==> src/rtl/vscale_htif_host.sv <==
//------------------------------------------------------------------------------
// Module   : vscale_htif_host
// Purpose  : Host-side initiator for the vscale HTIF PCR interface. Polls the
//            tohost CSR, decodes the riscv-tests completion code, clears
//            tohost with a write of zero and reports done/pass/fail_code.
// Ports    : clk, reset (async, active-high), enable
//            htif_pcr_req_{valid,ready,rw,addr,data}  - request channel
//            htif_pcr_resp_{valid,ready,data}          - response channel
//            done, pass, fail_code, timeout            - sticky status
// Options  : `define VSCALE_HTIF_HOST_TIMEOUT_EN builds a response timeout
//            counter (TIMEOUT_CYC cycles); otherwise timeout is tied to 0.
// Revision : 1.0 - initial release
//------------------------------------------------------------------------------
`default_nettype none

module vscale_htif_host #(
  parameter int                ADDR_W      = 12,
  parameter int                DATA_W      = 64,
  parameter logic [ADDR_W-1:0] TOHOST_ADDR = 12'h780,
  parameter int                POLL_GAP    = 16,
  parameter int                TIMEOUT_CYC = 100000
) (
  input  logic              clk,
  input  logic              reset,
  input  logic              enable,
  output logic              htif_pcr_req_valid,
  input  logic              htif_pcr_req_ready,
  output logic              htif_pcr_req_rw,
  output logic [ADDR_W-1:0] htif_pcr_req_addr,
  output logic [DATA_W-1:0] htif_pcr_req_data,
  input  logic              htif_pcr_resp_valid,
  output logic              htif_pcr_resp_ready,
  input  logic [DATA_W-1:0] htif_pcr_resp_data,
  output logic              done,
  output logic              pass,
  output logic [DATA_W-2:0] fail_code,
  output logic              timeout
);

  typedef enum logic [2:0] {
    S_IDLE    = 3'd0,
    S_RD_REQ  = 3'd1,
    S_WAIT_RD = 3'd2,
    S_WR_REQ  = 3'd3,
    S_WAIT_WR = 3'd4,
    S_GAP     = 3'd5,
    S_DONE    = 3'd6
  } state_t;

  localparam logic [15:0]       c_GAP_LOAD = 16'(POLL_GAP);
  localparam logic              c_GAP_ZERO = (POLL_GAP == 0);
  localparam logic [DATA_W-1:0] c_PASS_VAL = {{(DATA_W-1){1'b0}}, 1'b1};

  state_t              r_state;
  state_t              w_state_nxt;
  logic [DATA_W-1:0]   r_val;
  logic [15:0]         r_gap;
  logic                r_done;
  logic                r_pass;
  logic [DATA_W-2:0]   r_fail_code;

  logic                w_req_valid;
  logic                w_req_rw;
  logic                w_resp_ready;
  logic                w_rd_zero;
  logic                w_in_wait;
  logic                w_to_hit;

  assign w_rd_zero = (htif_pcr_resp_data == '0);
  assign w_in_wait = (r_state == S_WAIT_RD) || (r_state == S_WAIT_WR);

  //--------------------------------------------------------------------------
  // Optional response timeout. The counter is held at zero outside the wait
  // states, so it restarts on every entry to WAIT_RD/WAIT_WR. A response that
  // arrives on the final cycle wins over the timeout.
  //--------------------------------------------------------------------------
`ifdef VSCALE_HTIF_HOST_TIMEOUT_EN
  localparam logic [31:0] c_TO_LAST = 32'(TIMEOUT_CYC - 1);

  logic [31:0] r_to_cnt;
  logic        r_timeout;

  assign w_to_hit = w_in_wait && !htif_pcr_resp_valid && (r_to_cnt == c_TO_LAST);

  always_ff @(posedge clk or posedge reset) begin
    if (reset) begin
      r_to_cnt  <= '0;
      r_timeout <= 1'b0;
    end else begin
      if (!w_in_wait) begin
        r_to_cnt <= '0;
      end else if (!w_to_hit) begin
        r_to_cnt <= r_to_cnt + 32'd1;
      end
      if (w_to_hit) begin
        r_timeout <= 1'b1;
      end
    end
  end

  assign timeout = r_timeout;
`else
  // Keeps the timeout parameter referenced in builds without the counter.
  logic w_unused_to_cfg;
  assign w_unused_to_cfg = ^32'(TIMEOUT_CYC);
  assign w_to_hit        = 1'b0;
  assign timeout         = 1'b0;
`endif

  //--------------------------------------------------------------------------
  // FSM state register
  //--------------------------------------------------------------------------
  always_ff @(posedge clk or posedge reset) begin
    if (reset) begin
      r_state <= S_IDLE;
    end else begin
      r_state <= w_state_nxt;
    end
  end

  //--------------------------------------------------------------------------
  // FSM next state and handshake outputs. Request outputs are pure functions
  // of the registered state, so they cannot change until the state leaves
  // RD_REQ/WR_REQ, which only happens on a transfer.
  //--------------------------------------------------------------------------
  always_comb begin
    w_state_nxt  = r_state;
    w_req_valid  = 1'b0;
    w_req_rw     = 1'b0;
    w_resp_ready = 1'b0;

    case (r_state)
      S_IDLE: begin
        if (enable && !r_done) begin
          w_state_nxt = S_RD_REQ;
        end
      end

      S_RD_REQ: begin
        w_req_valid = 1'b1;
        if (htif_pcr_req_ready) begin
          w_state_nxt = S_WAIT_RD;
        end
      end

      S_WAIT_RD: begin
        w_resp_ready = 1'b1;
        if (htif_pcr_resp_valid) begin
          if (!w_rd_zero) begin
            w_state_nxt = S_WR_REQ;
          end else if (c_GAP_ZERO) begin
            // No idle gap configured: poll again straight away.
            w_state_nxt = enable ? S_RD_REQ : S_IDLE;
          end else begin
            w_state_nxt = S_GAP;
          end
        end else if (w_to_hit) begin
          w_state_nxt = S_DONE;
        end
      end

      S_WR_REQ: begin
        w_req_valid = 1'b1;
        w_req_rw    = 1'b1;
        if (htif_pcr_req_ready) begin
          w_state_nxt = S_WAIT_WR;
        end
      end

      S_WAIT_WR: begin
        w_resp_ready = 1'b1;
        if (htif_pcr_resp_valid || w_to_hit) begin
          w_state_nxt = S_DONE;
        end
      end

      S_GAP: begin
        // r_gap was loaded with POLL_GAP (>=1 here), so GAP lasts exactly
        // POLL_GAP cycles before the next read is issued.
        if (r_gap <= 16'd1) begin
          w_state_nxt = enable ? S_RD_REQ : S_IDLE;
        end
      end

      S_DONE: begin
        w_state_nxt = S_DONE;
      end

      default: begin
        w_state_nxt = S_IDLE;
      end
    endcase
  end

  //--------------------------------------------------------------------------
  // Datapath: captured tohost value, poll-gap counter and sticky status.
  //--------------------------------------------------------------------------
  always_ff @(posedge clk or posedge reset) begin
    if (reset) begin
      r_val       <= '0;
      r_gap       <= '0;
      r_done      <= 1'b0;
      r_pass      <= 1'b0;
      r_fail_code <= '0;
    end else begin
      if ((r_state == S_WAIT_RD) && htif_pcr_resp_valid) begin
        r_val <= htif_pcr_resp_data;
      end

      if ((r_state == S_WAIT_RD) && htif_pcr_resp_valid && w_rd_zero) begin
        r_gap <= c_GAP_LOAD;
      end else if ((r_state == S_GAP) && (r_gap != 16'd0)) begin
        r_gap <= r_gap - 16'd1;
      end

      if ((r_state == S_WAIT_WR) && htif_pcr_resp_valid) begin
        r_done      <= 1'b1;
        r_pass      <= (r_val == c_PASS_VAL);
        r_fail_code <= r_val[DATA_W-1:1];
      end else if (w_to_hit) begin
        r_done      <= 1'b1;
        r_pass      <= 1'b0;
        r_fail_code <= '0;
      end
    end
  end

  //--------------------------------------------------------------------------
  // Output assignments. Address is fixed; write data is always zero because
  // the only write ever issued is the tohost clear.
  //--------------------------------------------------------------------------
  assign htif_pcr_req_valid  = w_req_valid;
  assign htif_pcr_req_rw     = w_req_rw;
  assign htif_pcr_req_addr   = TOHOST_ADDR;
  assign htif_pcr_req_data   = '0;
  assign htif_pcr_resp_ready = w_resp_ready;
  assign done                = r_done;
  assign pass                = r_pass;
  assign fail_code           = r_fail_code;

endmodule

`default_nettype wire

==> config.mk <==
export PLATFORM = sky130hd
export DESIGN_NAME = vscale_htif_host
export DESIGN_NICKNAME = d
export VERILOG_FILES = /design/src/rtl/vscale_htif_host.sv
export SDC_FILE = /design/constraint.sdc
export NUM_CORES = 1
export LEC_CHECK = 0
export ABC_AREA = 0
export CAP_MARGIN = 20
export CORE_MARGIN = 2
export CORE_UTILIZATION = 23
export DETAILED_ROUTE_END_ITERATION = 16
export DONT_BUFFER_PORTS = 1
export SETUP_SLACK_MARGIN = 0.3
export SYNTH_ARGS = -nofsm -noshare
export SYNTH_HDL_FRONTEND = slang
export SYNTH_SLANG_ARGS = --single-unit
==> constraint.sdc <==
create_clock -name clk -period 7.06 [get_ports clk]
set_input_delay 0.706 -clock clk [delete_from_list [all_inputs] [get_ports clk]]
set_output_delay 0.706 -clock clk [all_outputs]
set_load 0.05 [all_outputs]
==> results.txt, run 1 <==
----------------------------------------------------
[CTS]
  CTS Hold Bufs ... 0
  Number of buffers on the longest clock path ... 2
  Clk slew on worst S/H paths ... 0.07 ns
  Clock Latency Late Sink ... 0.41 ns
  Number of gates resized after cts ... 0
  Depth of the CTS H-tree ... 4
  Library cell used as clock root buffer ... sky130_fd_sc_hd__clkbuf_16
  Setup repair bufs after CTS ... 0
  TritonCTS clock tree ... done
  Number of clock sinks ... about 150
  Total clock buffers created by CTS ... 17

[Worst setup path]
  Required time of the critical path ... ~7.3 ns
  CP Max Fanout ... 16
  Chain of cells forming the critical path ... nor4_1 > nand4_1 > nor4_1 > and2_1 > nor2_1
  RR Startpoint ... r_state[0]
  Worst setup slack for register-to-register paths ... around 4.5 ns
  CP Data Arrival Time ... 3.17 ns
  Reg2reg end ... r_gap[3]
  Worst setup EP type ... flop
  Combined buffer and inverter count along the critical path ... 0
  Top delay family on crit path ... simple AND/OR/NAND/NOR gates
  Critical setup path kind ... in -> reg
  Type of element launching the critical path ... primary input
  WP depth ... 5
  Slowest CP cell ... sky130_fd_sc_hd__nor4_1
  R2R cell count ... 5
  Most common cell on crit path ... sky130_fd_sc_hd__nor4_1
  Delay of the slowest cell on the worst path ... roughly 0.70 ns

[Final layout]
  Signed area change from the synthesized netlist to the final layout ... 10.44%
  Post-route cell area ... 7455 µm²
  Number of nets in the layout ... 593
  Leading cell types in the layout, fill and taps excluded ... 148 x sky130_fd_sc_hd__dfrtp_1, 128 x sky130_fd_sc_hd__mux2_2, 77 x sky130_fd_sc_hd__conb_1
  Number of cells in the finished layout apart from fillers ... 918
  Leading cell type in the layout, fill and taps excluded ... sky130_fd_sc_hd__dfrtp_1
  Share of final-layout standard cells stronger than drive strength 1 ... 32.65%
  Core Util, Final ... 25.90%

[Hold path]
  Hold/Removal Path Class ... in -> async

[Placed design]
  DP Area ... 6898 µm²
  Number of buffers inserted by port buffering ... 0
  Post-placement worst setup slack ... 3.514 ns
  Final HPWL from detailed placement ... 11330 µm
  Placed Cells ... a little under 900
  Weighted congestion reported at the end of routability-driven placement ... 0.7228

[Synth]
  Share of the synthesized area in compound gates (AO/OA/AOI/OAI) ... 2.614%
  Cells taking the most area after synthesis ... sky130_fd_sc_hd__dfrtp_1 55%, sky130_fd_sc_hd__mux2_2 21%, sky130_fd_sc_hd__buf_4 8.6%
  Area of the mapped netlist ... 6750 µm²
  Instance count of the mapped netlist ... 521
  Multiplexer fraction of the synthesized cell area ... a little over a fifth
  Synthesized-area fraction occupied by adder cells ... 0.5561%
  Synth cell types ... between 40 and 50
  Mean Syn Cell Area ... 12.96 µm²
  Synth Area in XOR/XNOR ... 1.687%
  Post-synthesis share of cell area spent on and, or, nand and nor gates ... 8.675%
  Sequential fraction of the synthesis area ... a little over half
  Main combinational cell family by area after synthesis ... multiplexers
  Count of state elements after synthesis ... 148
  Yosys Warn Count ... 0
  Cell taking the most area after synthesis ... sky130_fd_sc_hd__dfrtp_1
  Synth top area share ... around 55%

[STA]
  Unrepaired setup endpoints after global routing ... false
  Final count of negative-setup-slack endpoints ... 0
  Setup total negative slack ... 0 ns
  Clock period minus worst slack ... 2.894 ns
  Worst setup margin ... 4.166 ns
  Share of the cycle needed by the critical path after routing ... about two fifths
  Slew at the pin closest to its max-slew limit ... 1.067 ns
  Relative slew slack ... 29.07%
  Final hold slack ... 0.2592 ns
  Count of final max-slew check failures ... 0
  Max Clk Rate ... about 350 MHz
  Hold Fails Final Rpt ... 0
  Post-Route Skew ... 0.008557 ns

[Drt]
  Drt pass-1 iters ... 4
  DR vias ... 3854
  Remaining antenna violation count ... 0
  Via density per instance ... 4.198
  DRC violation total after the first TritonRoute iteration ... 168
  Post-detailed-route wirelength per cell ... 17.39 µm
  Count of unresolved DRC violations after routing ... 0
  Wire length reported by the detailed router ... 15960 µm

[Floorplanning]
  Area of the core ... 28780 µm²
  Number of top-level pins ... approximately 210
  Standard-cell rows ... 62
  X dimension of the die ... around 180 µm
  Initial core utilization ... 23.45%
  Y dimension of the die ... roughly 180 µm
  Die Outline Area ... 30740 µm²

[Pwr]
  Power per cell area ... 518.5 nW/µm²
  Worst IR drop on VDD ... 0.0002598 V
  Leakage power ... 2.976 nW
  Power after layout ... 3.865 mW

[Run]
  Number of max-cap violations ... 0

[Global route]
  Global-route wire length before repair ... about 24000 µm
  Largest net degree at the start of global routing ... 80
  Total routing resource utilization after global routing ... 10.50%
  Antenna violations before repair ... 0
  Remaining Overflow, GRT ... 0
  Via count of the first global-routing pass ... 3836

[Run status]
  Status ... complete, no violations

----------------------------------------------------
## kinds of logic (layout without fill, tap and decap cells)
logic type,Yosys count,count (layout)
AOI/OAI and AO/OA,27,27
buffers and inverters,103,40
DFF,148,148
adders and majority gates,3,3
muxes,128,128
and+or+nand+nor,97,97
other,2,78
xor gates and xnor gates,13,13
## state kept, by name, indices dropped and copies added, names as in the netlist
| signal | flops |
|---|---|
| pass | 1 |
| done | 1 |
| r_val | 64 |
| r_gap | 16 |
| r_state | 3 |
| fail_code | 63 |
## per-layer routing
metal  wire length (µm)  part of all wire (%)  global-route usage, %  vias up
met4                229                   1.4                  3.333        0
met2               7153                    45                  15.55      175
met1               7016                    44                  13.52     1949
met3               1561                   9.8                  4.935       14
met5                  0                     0                      0        -
li1                   -                     -                      -     1716
## layout make-up
cell class	instances	area (µm²)
Multi-Input combinational cell	345	2664
Tap cell	384	480.5
Antenna cell	1	2.502
Clock inverter	13	115.1
Inverter	6	27.53
Fill cell	3037	21330
Sequential cell	148	3704
Timing Repair Buffer	3	22.52
Clock buffer	18	439.2
## how the worst max path moves through the flow
stage	to	from	slack, ns
after floorplan	done	reset	2.37
after global placement	r_gap[4]	htif_pcr_resp_data[17]	3.58
after detailed placement	r_gap[14]	htif_pcr_resp_data[17]	3.51
after CTS	r_gap[14]	htif_pcr_resp_data[17]	3.95
after global routing	r_gap[4]	htif_pcr_resp_data[17]	3.79
final	r_gap[3]	htif_pcr_resp_data[17]	4.17
## power breakdown
group | internal (mW) | switching (mW) | total [mW]
sequential | 1.22 | 0.990 | 2.21
clock | 0.471 | 0.405 | 0.876
combinational | 0.409 | 0.367 | 0.776
## Yosys cell counts (all sizes together)
cell	instances
conb	2
o21bai	2
nand3	1
o31ai	2
nand3b	2
or3b	1
nand4b	1
clkbuf	17
and3	1
nor2b	2
nor3	5
nor4	38
inv	6
o21ai	4
xor2	9
a211oi	4
nand4	10
o22ai	1
nor3b	1
or2	1
o21ba	1
mux2	128
and2	1
a21oi	6
a31oi	2
nor4b	1
ha	3
xnor2	4
or3	2
dfrtp	148
nor2	21
o211ai	5
nand2	4
buf	80
nand2b	2
or4	3
Note: power is estimated with default switching activity, not from simulation.
==> run 2: changes to the inputs <==
clock period = 2.9 ns   (was 7.06 ns; I/O delays follow)
==> results.txt, run 2 (synthesis results as in run 1) <==
----------------------------------------------------
[Placed design]
  Post-placement worst setup slack ... -0.1940 ns
  DP Area ... 6987 µm²
  Number of buffers inserted by port buffering ... 0
  Final HPWL from detailed placement ... 11460 µm
  Placed Cells ... just under 900
  Weighted congestion reported at the end of routability-driven placement ... ~0.75

[STA]
  Hold Fails Final Rpt ... 0
  Max Clk Rate ... about 430 MHz
  Share of the cycle needed by the critical path after routing ... 80.21%
  Clock period minus worst slack ... 2.326 ns
  Count of final max-slew check failures ... 0
  Final count of negative-setup-slack endpoints ... 0
  Slew at the pin closest to its max-slew limit ... 0.8520 ns
  Worst setup margin ... 0.5739 ns
  Post-Route Skew ... between 0.015 and 0.02 ns
  Unrepaired setup endpoints after global routing ... false
  Final hold slack ... 0.01202 ns
  Relative slew slack ... between 40% and 50%
  Setup total negative slack ... 0 ns

[Pwr]
  Leakage power ... roughly 3.2 nW
  Power per cell area ... about 1200 nW/µm²
  Power after layout ... approximately 9.6 mW
  Worst IR drop on VDD ... 0.0004964 V

[Worst setup path]
  Required time of the critical path ... between 3 and 4 ns
  Reg2reg end ... r_gap[14]
  RR Startpoint ... r_gap[2]
  Top delay family on crit path ... simple AND/OR/NAND/NOR gates
  Delay of the slowest cell on the worst path ... 0.67 ns
  Critical setup path kind ... reg -> reg
  Worst setup slack for register-to-register paths ... between 0.5 and 0.6 ns
  Chain of cells forming the critical path ... or4_1 > or3_1 > nor4_4 > xnor2_1 > nor2_1
  Worst setup EP type ... flop
  Type of element launching the critical path ... flop
  R2R cell count ... 5
  CP Max Fanout ... 9
  Combined buffer and inverter count along the critical path ... 0
  Slowest CP cell ... sky130_fd_sc_hd__or4_1
  CP Data Arrival Time ... around 2.6 ns

[Final layout]
  Core Util, Final ... 28.06%
  Signed area change from the synthesized netlist to the final layout ... 19.65%
  Top register by number of flip-flops ... r_val
  Number of flip-flops in the largest register ... between 60 and 70
  Number of nets in the layout ... 649
  Diodes inserted ... 0
  Share of final-layout standard cells stronger than drive strength 1 ... between 30% and 40%
  Number of cells in the finished layout apart from fillers ... 973
  Leading cell types in the layout, fill and taps excluded ... 148 x sky130_fd_sc_hd__dfrtp_1, 128 x sky130_fd_sc_hd__mux2_2, 77 x sky130_fd_sc_hd__conb_1
  Post-route cell area ... 8077 µm²
  Leading cell type in the layout, fill and taps excluded ... sky130_fd_sc_hd__dfrtp_1
  Fill cell instance count of the final layout ... roughly 3000

[Hold path]
  Hold/Removal Path Class ... in -> reg
  Worst min-delay path startpoint ... htif_pcr_resp_data[47]
  End point of the most critical hold path ... r_val[47]
  Hold path depth ... 1

[CTS]
  TritonCTS clock tree ... done
  Depth of the CTS H-tree ... 4
  Number of buffers on the longest clock path ... 2
  Clock Latency Late Sink ... 0.43 ns
  Total clock buffers created by CTS ... 17
  Number of clock sinks ... 148
  Library cell used as clock root buffer ... sky130_fd_sc_hd__clkbuf_16
  Clk slew on worst S/H paths ... about 0.07 ns

[Floorplanning]
  Number of top-level pins ... 214
  Standard-cell rows ... a little over 60
  Initial core utilization ... between 20% and 30%
  Die Outline Area ... 30740 µm²
  X dimension of the die ... 175.3 µm
  Area of the core ... 28780 µm²
  Y dimension of the die ... ~180 µm

[Drt]
  DR vias ... around 4100
  Remaining antenna violation count ... 0
  DRC violation total after the first TritonRoute iteration ... 182
  Via density per instance ... 4.247
  Wire length reported by the detailed router ... 16360 µm
  Drt pass-1 iters ... 4
  Count of unresolved DRC violations after routing ... 0
  Post-detailed-route wirelength per cell ... 16.81 µm

[Global route]
  Remaining Overflow, GRT ... 0
  Via count of the first global-routing pass ... 4130
  Antenna violations before repair ... 0
  Largest net degree at the start of global routing ... about 110
  Total routing resource utilization after global routing ... 10.76%
  Global-route wire length before repair ... 24980 µm

[Run]
  Number of max-cap violations ... 0

[Run status]
  Status ... complete, no violations

----------------------------------------------------
[run 2: cell count changes in the layout (fill, tap and decap cells not counted)]
cell and delta:
sky130_fd_sc_hd__dlygate4sd3_1 +49, sky130_fd_sc_hd__buf_4 +4, sky130_fd_sc_hd__buf_12 +3, sky130_fd_sc_hd__clkinvlp_4 +3, sky130_fd_sc_hd__bufinv_16 +2, sky130_fd_sc_hd__clkinv_4 -2, sky130_fd_sc_hd__clkbuf_8 -1, sky130_fd_sc_hd__clkinv_2 -1
sky130_fd_sc_hd__diode_2 -1, sky130_fd_sc_hd__inv_6 -1, sky130_fd_sc_hd__nor4_1 -1, sky130_fd_sc_hd__nor4_2 +1
[run 2: worst reg2reg max path, delay by kind of cell (launching register included)]
family                    cells  cell delay, ns
and+or+nand+nor               4            1.63
DFF                           1            0.43
xor gates and xnor gates      1            0.15
[run 2: timing repair]
action	in CTS	in global routing
endpoints found under the setup margin	9	0
setup buffers	0	0
hold buffers	49	0
gates resized for setup	1	0
hold endpoints to repair	61	0
[run 2: cell type report]
| cell class | instances | area, µm² | area share [%] |
|---|---|---|---|
| sequential | 148 | 3704 | 45.86 |
| timing repair buffer | 59 | 603.1 | 7.467 |
| inverter | 6 | 26.28 | 0.3253 |
| clock inverter | 14 | 167.7 | 2.076 |
| tap | 384 | 480.5 | 5.949 |
| multi-input combinational | 345 | 2670 | 33.06 |
| clock buffer | 17 | 425.4 | 5.267 |
[run 2: where the power goes]
group | total (mW) | switching, mW | internal (mW)
Sequential | 5.38 | 2.40 | 2.98
Clock | 2.27 | 0.979 | 1.29
Combinational | 1.99 | 0.920 | 1.07
Total | 9.65 | 4.30 | 5.35
[run 2: how the worst max path moves through the flow]
stage / from / end / cells past startpoint
6_report: r_gap[2] / r_gap[14] / 5
5_1_grt: htif_pcr_resp_data[17] / r_gap[3] / 7
4_1_cts: htif_pcr_resp_data[17] / r_gap[3] / 7
3_5_place_dp: htif_pcr_resp_data[17] / r_gap[3] / 7
3_3_place_gp: htif_pcr_resp_data[17] / r_gap[13] / 7
2_1_floorplan: reset / done / 1
[run 2: routing by layer]
| layer | vias up | part of all wire (%) | routed length (µm) | GRT usage, % |
|---|---|---|---|---|
| met5 | - | 0 | 0 | 0 |
| met4 | 0 | 1.3 | 214 | 3.090 |
| met3 | 18 | 8.8 | 1438 | 4.134 |
| met2 | 175 | 47 | 7700 | 16.90 |
| met1 | 2110 | 43 | 7002 | 13.77 |
| li1 | 1829 | - | - | - |
